## config.mk

```make
export PLATFORM = sky130hd
export DESIGN_NAME = traffic_conflict_monitor_flat
export DESIGN_NICKNAME = d
export VERILOG_FILES = /design/src/rtl/traffic_conflict_monitor_if.sv /design/src/rtl/traffic_conflict_monitor.sv /design/src/flat_wrapper.sv
export SDC_FILE = /design/constraint.sdc
export NUM_CORES = 1
export LEC_CHECK = 0
export CORE_ASPECT_RATIO = 0.7
export CORE_MARGIN = 10
export CORE_UTILIZATION = 23
export DETAILED_ROUTE_END_ITERATION = 16
export PLACE_DENSITY = 0.41
export SYNTH_ARGS = -nofsm -noshare
export SYNTH_HDL_FRONTEND = slang
export SYNTH_SLANG_ARGS = --single-unit
```

## constraint.sdc

```tcl
create_clock -name clk -period 2.15 [get_ports clk]
set_input_delay 0.43 -clock clk [delete_from_list [all_inputs] [get_ports clk]]
set_output_delay 0.43 -clock clk [all_outputs]
set_load 0.005 [all_outputs]
```

## src/rtl/traffic_conflict_monitor_if.sv

```systemverilog
// Lamp-code bus between the traffic light FSM (master) and the conflict monitor (slave).
// The master drives the requested codes and clear; the slave returns lamp drive and fault status.
interface traffic_conflict_monitor_if;
    logic [2:0] ns_in;
    logic [2:0] ew_in;
    logic       clr_fault;
    logic [2:0] ns_lamp;
    logic [2:0] ew_lamp;
    logic       fault;
    logic [1:0] fault_code;

    modport master (
        output ns_in,
        output ew_in,
        output clr_fault,
        input  ns_lamp,
        input  ew_lamp,
        input  fault,
        input  fault_code
    );

    modport slave (
        input  ns_in,
        input  ew_in,
        input  clr_fault,
        output ns_lamp,
        output ew_lamp,
        output fault,
        output fault_code
    );
endinterface

```

## src/rtl/traffic_conflict_monitor.sv

```systemverilog
// Safety stage between the traffic light FSM and the lamp drivers: registers lamp codes,
// detects conflicting/invalid codes and short yellows, and forces flashing red until cleared.
module traffic_conflict_monitor #(
    parameter int PERSIST     = 2,
    parameter int MIN_YELLOW  = 3,
    parameter int FLASH_HALF  = 4,
    parameter int ALLRED_HOLD = 4
) (
    input  logic                         clk,
    input  logic                         rst_n,
    traffic_conflict_monitor_if.slave    bus
);

    localparam logic [2:0] LAMP_R   = 3'b100;
    localparam logic [2:0] LAMP_Y   = 3'b010;
    localparam logic [2:0] LAMP_G   = 3'b001;
    localparam logic [2:0] LAMP_OFF = 3'b000;

    localparam logic [1:0] CODE_NONE     = 2'b00;
    localparam logic [1:0] CODE_CONFLICT = 2'b01;
    localparam logic [1:0] CODE_INVALID  = 2'b10;
    localparam logic [1:0] CODE_YELLOW   = 2'b11;

    localparam int PW = (PERSIST > 1) ? $clog2(PERSIST) : 1;
    localparam int YW = $clog2(MIN_YELLOW + 1);
    localparam int FW = $clog2(2 * FLASH_HALF);
    localparam int HW = (ALLRED_HOLD > 1) ? $clog2(ALLRED_HOLD) : 1;

    localparam logic [PW-1:0] P_LAST  = PW'(PERSIST - 1);
    localparam logic [YW-1:0] Y_MIN   = YW'(MIN_YELLOW);
    localparam logic [FW-1:0] FC_HALF = FW'(FLASH_HALF);
    localparam logic [FW-1:0] FC_LAST = FW'(2 * FLASH_HALF - 1);
    localparam logic [HW-1:0] H_LAST  = HW'(ALLRED_HOLD - 1);

    typedef enum logic [1:0] {
        ST_MON     = 2'd0,
        ST_FAULT   = 2'd1,
        ST_RECOVER = 2'd2
    } state_e;

    state_e          state_q,      state_d;
    logic [2:0]      ns_lamp_q,    ns_lamp_d;
    logic [2:0]      ew_lamp_q,    ew_lamp_d;
    logic [1:0]      fault_code_q, fault_code_d;
    logic [2:0]      ns_prev_q,    ns_prev_d;
    logic [2:0]      ew_prev_q,    ew_prev_d;
    logic [YW-1:0]   ns_ycnt_q,    ns_ycnt_d;
    logic [YW-1:0]   ew_ycnt_q,    ew_ycnt_d;
    logic [PW-1:0]   pcnt_q,       pcnt_d;
    logic [FW-1:0]   fc_q,         fc_d;
    logic [HW-1:0]   hcnt_q,       hcnt_d;

    logic ns_ok, ew_ok, invalid, conflict, bad, all_red;
    logic ns_yviol, ew_yviol, yviol;

    function automatic logic is_onehot(input logic [2:0] c);
        return (c == LAMP_R) || (c == LAMP_Y) || (c == LAMP_G);
    endfunction

    // Consecutive-yellow count, saturating at the minimum needed to leave yellow legally.
    function automatic logic [YW-1:0] ycnt_next(input logic [2:0] cur, input logic [YW-1:0] cnt);
        if (cur != LAMP_Y) begin
            return '0;
        end
        return (cnt == Y_MIN) ? cnt : cnt + YW'(1);
    endfunction

    function automatic logic yellow_viol(input logic [2:0] prev, input logic [2:0] cur,
                                         input logic [YW-1:0] cnt);
        return (cur == LAMP_R) &&
               ((prev == LAMP_G) || ((prev == LAMP_Y) && (cnt < Y_MIN)));
    endfunction

    always_ff @(posedge clk) begin
        if (!rst_n) begin
            state_q      <= ST_MON;
            ns_lamp_q    <= LAMP_R;
            ew_lamp_q    <= LAMP_R;
            fault_code_q <= CODE_NONE;
            ns_prev_q    <= LAMP_R;
            ew_prev_q    <= LAMP_R;
            ns_ycnt_q    <= '0;
            ew_ycnt_q    <= '0;
            pcnt_q       <= '0;
            fc_q         <= '0;
            hcnt_q       <= '0;
        end else begin
            state_q      <= state_d;
            ns_lamp_q    <= ns_lamp_d;
            ew_lamp_q    <= ew_lamp_d;
            fault_code_q <= fault_code_d;
            ns_prev_q    <= ns_prev_d;
            ew_prev_q    <= ew_prev_d;
            ns_ycnt_q    <= ns_ycnt_d;
            ew_ycnt_q    <= ew_ycnt_d;
            pcnt_q       <= pcnt_d;
            fc_q         <= fc_d;
            hcnt_q       <= hcnt_d;
        end
    end

    always_comb begin
        state_d      = state_q;
        ns_lamp_d    = ns_lamp_q;
        ew_lamp_d    = ew_lamp_q;
        fault_code_d = fault_code_q;
        ns_prev_d    = ns_prev_q;
        ew_prev_d    = ew_prev_q;
        ns_ycnt_d    = ns_ycnt_q;
        ew_ycnt_d    = ew_ycnt_q;
        pcnt_d       = pcnt_q;
        fc_d         = fc_q;
        hcnt_d       = hcnt_q;

        ns_ok    = is_onehot(bus.ns_in);
        ew_ok    = is_onehot(bus.ew_in);
        invalid  = !(ns_ok && ew_ok);
        conflict = ns_ok && ew_ok && (bus.ns_in != LAMP_R) && (bus.ew_in != LAMP_R);
        bad      = invalid || conflict;
        all_red  = (bus.ns_in == LAMP_R) && (bus.ew_in == LAMP_R);
        // Previous codes only ever hold one-hot values, so a red current code implies a valid pair.
        ns_yviol = yellow_viol(ns_prev_q, bus.ns_in, ns_ycnt_q);
        ew_yviol = yellow_viol(ew_prev_q, bus.ew_in, ew_ycnt_q);
        yviol    = ns_yviol || ew_yviol;

        unique case (state_q)
            ST_MON: begin
                ns_lamp_d = bad ? LAMP_R : bus.ns_in;
                ew_lamp_d = bad ? LAMP_R : bus.ew_in;
                pcnt_d    = bad ? ((pcnt_q == P_LAST) ? pcnt_q : pcnt_q + PW'(1)) : '0;
                // An invalid code leaves history untouched so a glitch cannot hide a transition.
                if (ns_ok) begin
                    ns_prev_d = bus.ns_in;
                    ns_ycnt_d = ycnt_next(bus.ns_in, ns_ycnt_q);
                end
                if (ew_ok) begin
                    ew_prev_d = bus.ew_in;
                    ew_ycnt_d = ycnt_next(bus.ew_in, ew_ycnt_q);
                end
                if ((bad && (pcnt_q == P_LAST)) || yviol) begin
                    state_d   = ST_FAULT;
                    fc_d      = '0;
                    pcnt_d    = '0;
                    ns_lamp_d = LAMP_R;
                    ew_lamp_d = LAMP_R;
                    if (conflict) begin
                        fault_code_d = CODE_CONFLICT;
                    end else if (invalid) begin
                        fault_code_d = CODE_INVALID;
                    end else begin
                        fault_code_d = CODE_YELLOW;
                    end
                end
            end

            ST_FAULT: begin
                fc_d      = (fc_q == FC_LAST) ? '0 : fc_q + FW'(1);
                ns_lamp_d = (fc_d < FC_HALF) ? LAMP_R : LAMP_OFF;
                ew_lamp_d = ns_lamp_d;
                if (bus.clr_fault && all_red) begin
                    state_d   = ST_RECOVER;
                    hcnt_d    = '0;
                    ns_lamp_d = LAMP_R;
                    ew_lamp_d = LAMP_R;
                end
            end

            ST_RECOVER: begin
                ns_lamp_d = LAMP_R;
                ew_lamp_d = LAMP_R;
                if (!all_red) begin
                    hcnt_d = '0;
                end else if (hcnt_q == H_LAST) begin
                    state_d   = ST_MON;
                    hcnt_d    = '0;
                    ns_prev_d = LAMP_R;
                    ew_prev_d = LAMP_R;
                    ns_ycnt_d = '0;
                    ew_ycnt_d = '0;
                    pcnt_d    = '0;
                end else begin
                    hcnt_d = hcnt_q + HW'(1);
                end
            end

            default: begin
                state_d   = ST_FAULT;
                fc_d      = '0;
                ns_lamp_d = LAMP_R;
                ew_lamp_d = LAMP_R;
            end
        endcase
    end

    assign bus.ns_lamp    = ns_lamp_q;
    assign bus.ew_lamp    = ew_lamp_q;
    assign bus.fault      = (state_q != ST_MON);
    assign bus.fault_code = fault_code_q;

endmodule

```

## src/flat_wrapper.sv

```systemverilog
// flat-port wrapper written by rule: the top's interface ports become plain ports
module traffic_conflict_monitor_flat 
#(
    parameter int PERSIST     = 2,
    parameter int MIN_YELLOW  = 3,
    parameter int FLASH_HALF  = 4,
    parameter int ALLRED_HOLD = 4
)
  (clk, rst_n, bus_ns_in, bus_ew_in, bus_clr_fault, bus_ns_lamp, bus_ew_lamp, bus_fault, bus_fault_code);
  traffic_conflict_monitor_if bus_i ();
  input  logic clk;
  input  logic rst_n;
  input wire logic [$bits(bus_i.ns_in)-1:0] bus_ns_in;
  input wire logic [$bits(bus_i.ew_in)-1:0] bus_ew_in;
  input wire logic [$bits(bus_i.clr_fault)-1:0] bus_clr_fault;
  output wire logic [$bits(bus_i.ns_lamp)-1:0] bus_ns_lamp;
  output wire logic [$bits(bus_i.ew_lamp)-1:0] bus_ew_lamp;
  output wire logic [$bits(bus_i.fault)-1:0] bus_fault;
  output wire logic [$bits(bus_i.fault_code)-1:0] bus_fault_code;
  assign bus_i.ns_in = bus_ns_in;
  assign bus_i.ew_in = bus_ew_in;
  assign bus_i.clr_fault = bus_clr_fault;
  assign bus_ns_lamp = bus_i.ns_lamp;
  assign bus_ew_lamp = bus_i.ew_lamp;
  assign bus_fault = bus_i.fault;
  assign bus_fault_code = bus_i.fault_code;
  traffic_conflict_monitor #(.PERSIST(PERSIST), .MIN_YELLOW(MIN_YELLOW), .FLASH_HALF(FLASH_HALF), .ALLRED_HOLD(ALLRED_HOLD)) u_core (.clk(clk), .rst_n(rst_n), .bus(bus_i));
endmodule
```

==> summary.md <==
| Metric | Value |
|---|---|
| Worst Hold Class | reg -> reg |
| Clock sinks | 26 |
| Max Root-Sink Buffers | 2 |
| CTS tree | built |
| Hold-critical path depth | 2 |
| H-tree depth | 1 |
| Mean area per synthesized cell | 8.84 sq um |
| Fraction of registers with async set/reset | 0% |
| Slew Limit Headroom | 71.3% |
| Global-route track usage on met1 | 12.9% |
| Synth Warn # | 0 |
| Met2 Usage GRT | 12.9% |
| First-pass GRT wire length | 7510 microns |
| Die area | 10500 sq um |
| Rows | 24 |
| Worst setup EP type | flip-flop |
| Commonest non-fill, non-tap cells in the layout | buf_4 (30), dfxtp_1 (26), nand2_1 (21) |
| Cell taking the most area after synthesis | dfxtp_1 |
| Hold Path Sink | u_core.fc_q[1] |
| Crit path time final | 2070 ps |
| DRC violation count after routing | 0 |
| R2r endpoint | u_core.pcnt_q |
| R2R depth | 6 |
| Synth Flop Type | dfxtp_1 |
| Main area contributors after synthesis | dfxtp_1 (33%), mux2i_1 (7.1%), ha_1 (6.4%) |
| Library cells used by synthesis | 52 |
| Post-synth EDFFs | 0 |
| Commonest non-fill, non-tap cell in the layout | buf_4 |
| Crit path required time | 2360 ps |
| Setup Fix Bufs, Post-CTS | 0 |
| Setup TNS Final | 0 ps |
| Number of DRC markers in iteration 0 | 84 |
| WP data arrival | 2280 ps |
| Final Hold Fails | 0 |
| Later-pin clock latency in the skew report | 280 ps |
| Total grt overflow | 0 |
| DP Area | 2010 sq um |
| Register area share after synthesis | 33.5% |
| Inst Count DP | 304 |
| IO buf count | 17 |
| Post-Syn Instances | 176 |
| Post-DP HPWL | 3580 microns |
| Fill cells | 665 |
| Final worst-path cycle share | 96.2% |
| Vias in the first global route | 1379 |
| Layout cells sized above 1 | 22.6% |
| Routed length per instance | 14.3 microns |
| Area Growth Syn to Fin | 35.0% |
| Fmax | 484 MHz |
| WS Path Type | in -> reg |
| Vias per std cell | 4.46 |
| Final instance area | 2100 sq um |
| Pleak | 0.894 nW |
| Clock transition at the registers of the reported paths | 100 ps |
| Run status | finished, final reports clean |
| WL final | 4410 microns |
| Slew Limit Fails | 0 |
| VDD IR max | 0.000432 V |
| RSZ-0062 raised after global routing | no |
| Inserted Clock Buffers | 3 |
| DIE WIDTH | 118 microns |
| Syn_nets | 193 |
| Antenna diode count | 0 |
| CP Launch Type | primary input |
| Io pins | 18 |
| Power per cell area | 839 nW/um^2 |
| Total GRT Usage | 8.92% |
| Least-Margin Pin Slew | 428 ps |
| Die Span Y | 88.8 microns |
| Post-route insts no fill | 308 |
| Initial antenna violation count | 0 |
| Vias | 1373 |
| Reg area | 520 sq um |
| Largest net degree at the start of global routing | 19 |
| Worst reg2reg startpoint | u_core.ns_ycnt_q[0] |
| #FFs+latches synth | 26 |
| Worst Skew | 6.81 ps |
| Starting Density | 24.3% |
| Max-Cap Viols | 0 |
| Final setup vio count | 0 |
| Multi-input logic area | 970 sq um |
| CTS root buf | clkbuf_8 |
| Met3 global-route usage | 2.54% |
| HP Start | u_core.fc_q[1] |
| Final antenna-violating net count | 0 |
| Hold slack | 472 ps |
| Gr busiest metal | met2 |
| Core area | 6400 sq um |
| Netlist Area Pre-Place | 1560 sq um |
| R2R Setup Slk | 210 ps |
| Nets | 235 |
| Post-synth top area share | 33.5% |
| DRT Pass-1 Iters | 4 |
| Final GP Congestion | 0.848 |
| Crit-path max FO | 7 |
[critical path: stages]
cell and delay, ps:
clkdlybuf4s50_1 430, buf_4 190, xor2_2 200, a31oi_4 220, o211a_4 230, or4b_1 450
a21oi_1 130
[stage by stage]
stage	worst slack, ps	utilization (%)	power, W
after detailed placement	-282	31.4	0.00144
final	82.1	32.8	0.00176
after floorplan	389	-	0.00113
after CTS	29.3	32.3	0.00178
after global routing	4.03	32.8	0.00191
after global placement	-313	31.4	0.00145
[metal layers]
| layer | wire length, microns | vias up |
|---|---|---|
| met3 | 210 | 2 |
| met2 | 1770 | 19 |
| met4 | 19 | 0 |
| met1 | 2410 | 640 |
| met5 | 0 | - |
| li1 | - | 712 |
[cell type report]
cell class              count  share of cell area [%]
clock buffers               4                    2.62
inverters                  10                    1.79
multi-input cells         130                    46.2
flip-flops and latches     26                    24.8
well taps                  91                    5.42
repair buffers             47                    19.2
[report_power, final]
group | internal, W | switching, W | leakage [nW]
Clock | 0.000164 | 0.000163 | 0.0288
Sequential | 0.000559 | 0.0000511 | 0.212
Combinational | 0.000405 | 0.000419 | 0.653
Total | 0.00113 | 0.000633 | 0.894
[synth_stat cells (2+ instances only)]
library cell / number
ha_1: 8
clkinv_1: 2
nand3b_1: 2
o21ai_0: 3
clkbuf_1: 5
nor3b_1: 3
o21bai_1: 2
nor3b_2: 2
a21o_1: 3
nor2b_1: 3
nand4_1: 3
inv_1: 8
mux2i_1: 11
dfxtp_1: 26
buf_2: 2
a21oi_1: 9
nor3_1: 4
nor4_1: 4
o22ai_1: 2
o211ai_1: 5
nand2_1: 21
xnor2_1: 2
nand2b_1: 4
nand3_1: 3
buf_4: 2
nor2_1: 11
[worst max-delay path by stage]
stage	start	endpoint	depth (start not counted)
global placement	bus_ew_in[0]	u_core.ew_ycnt_q[1]	7
floorplan	bus_ns_in[2]	u_core.fc_q[0]	6
CTS	bus_ew_in[2]	u_core.ns_ycnt_q[0]	6
detailed placement	bus_ew_in[2]	u_core.ns_ycnt_q[1]	6
global route	bus_ns_in[1]	u_core.pcnt_q	7
finish	bus_ns_in[1]	u_core.pcnt_q	7
[state kept, by name (all words and copies together), names as in the netlist]
name                   count
u_core.bus.ew_lamp         3
u_core.ns_prev_q           3
u_core.bus.ns_lamp         3
u_core.pcnt_q              1
u_core.state_q             2
u_core.hcnt_q              2
u_core.ew_prev_q           3
u_core.ns_ycnt_q           2
u_core.bus.fault_code      2
u_core.fc_q                3
u_core.ew_ycnt_q           2
[cell families after synthesis]
kind of cell | count (synthesis) | synth area share, %
and+or+nand+nor | 72 | 26.3
AOI/OAI and AO/OA | 35 | 18.0
DFF | 26 | 33.5
buffers and inverters | 20 | 5.95
muxes | 11 | 7.08
adders and majority gates | 8 | 6.44
xor gates and xnor gates | 4 | 2.74
[repair_timing]
item                       CTS  global route
setup endpoints to repair    0            16
hold buffers                 0             0
hold endpoints to repair     0             0
gates resized for setup      0             7
Power figures use the tool's default switching activity.
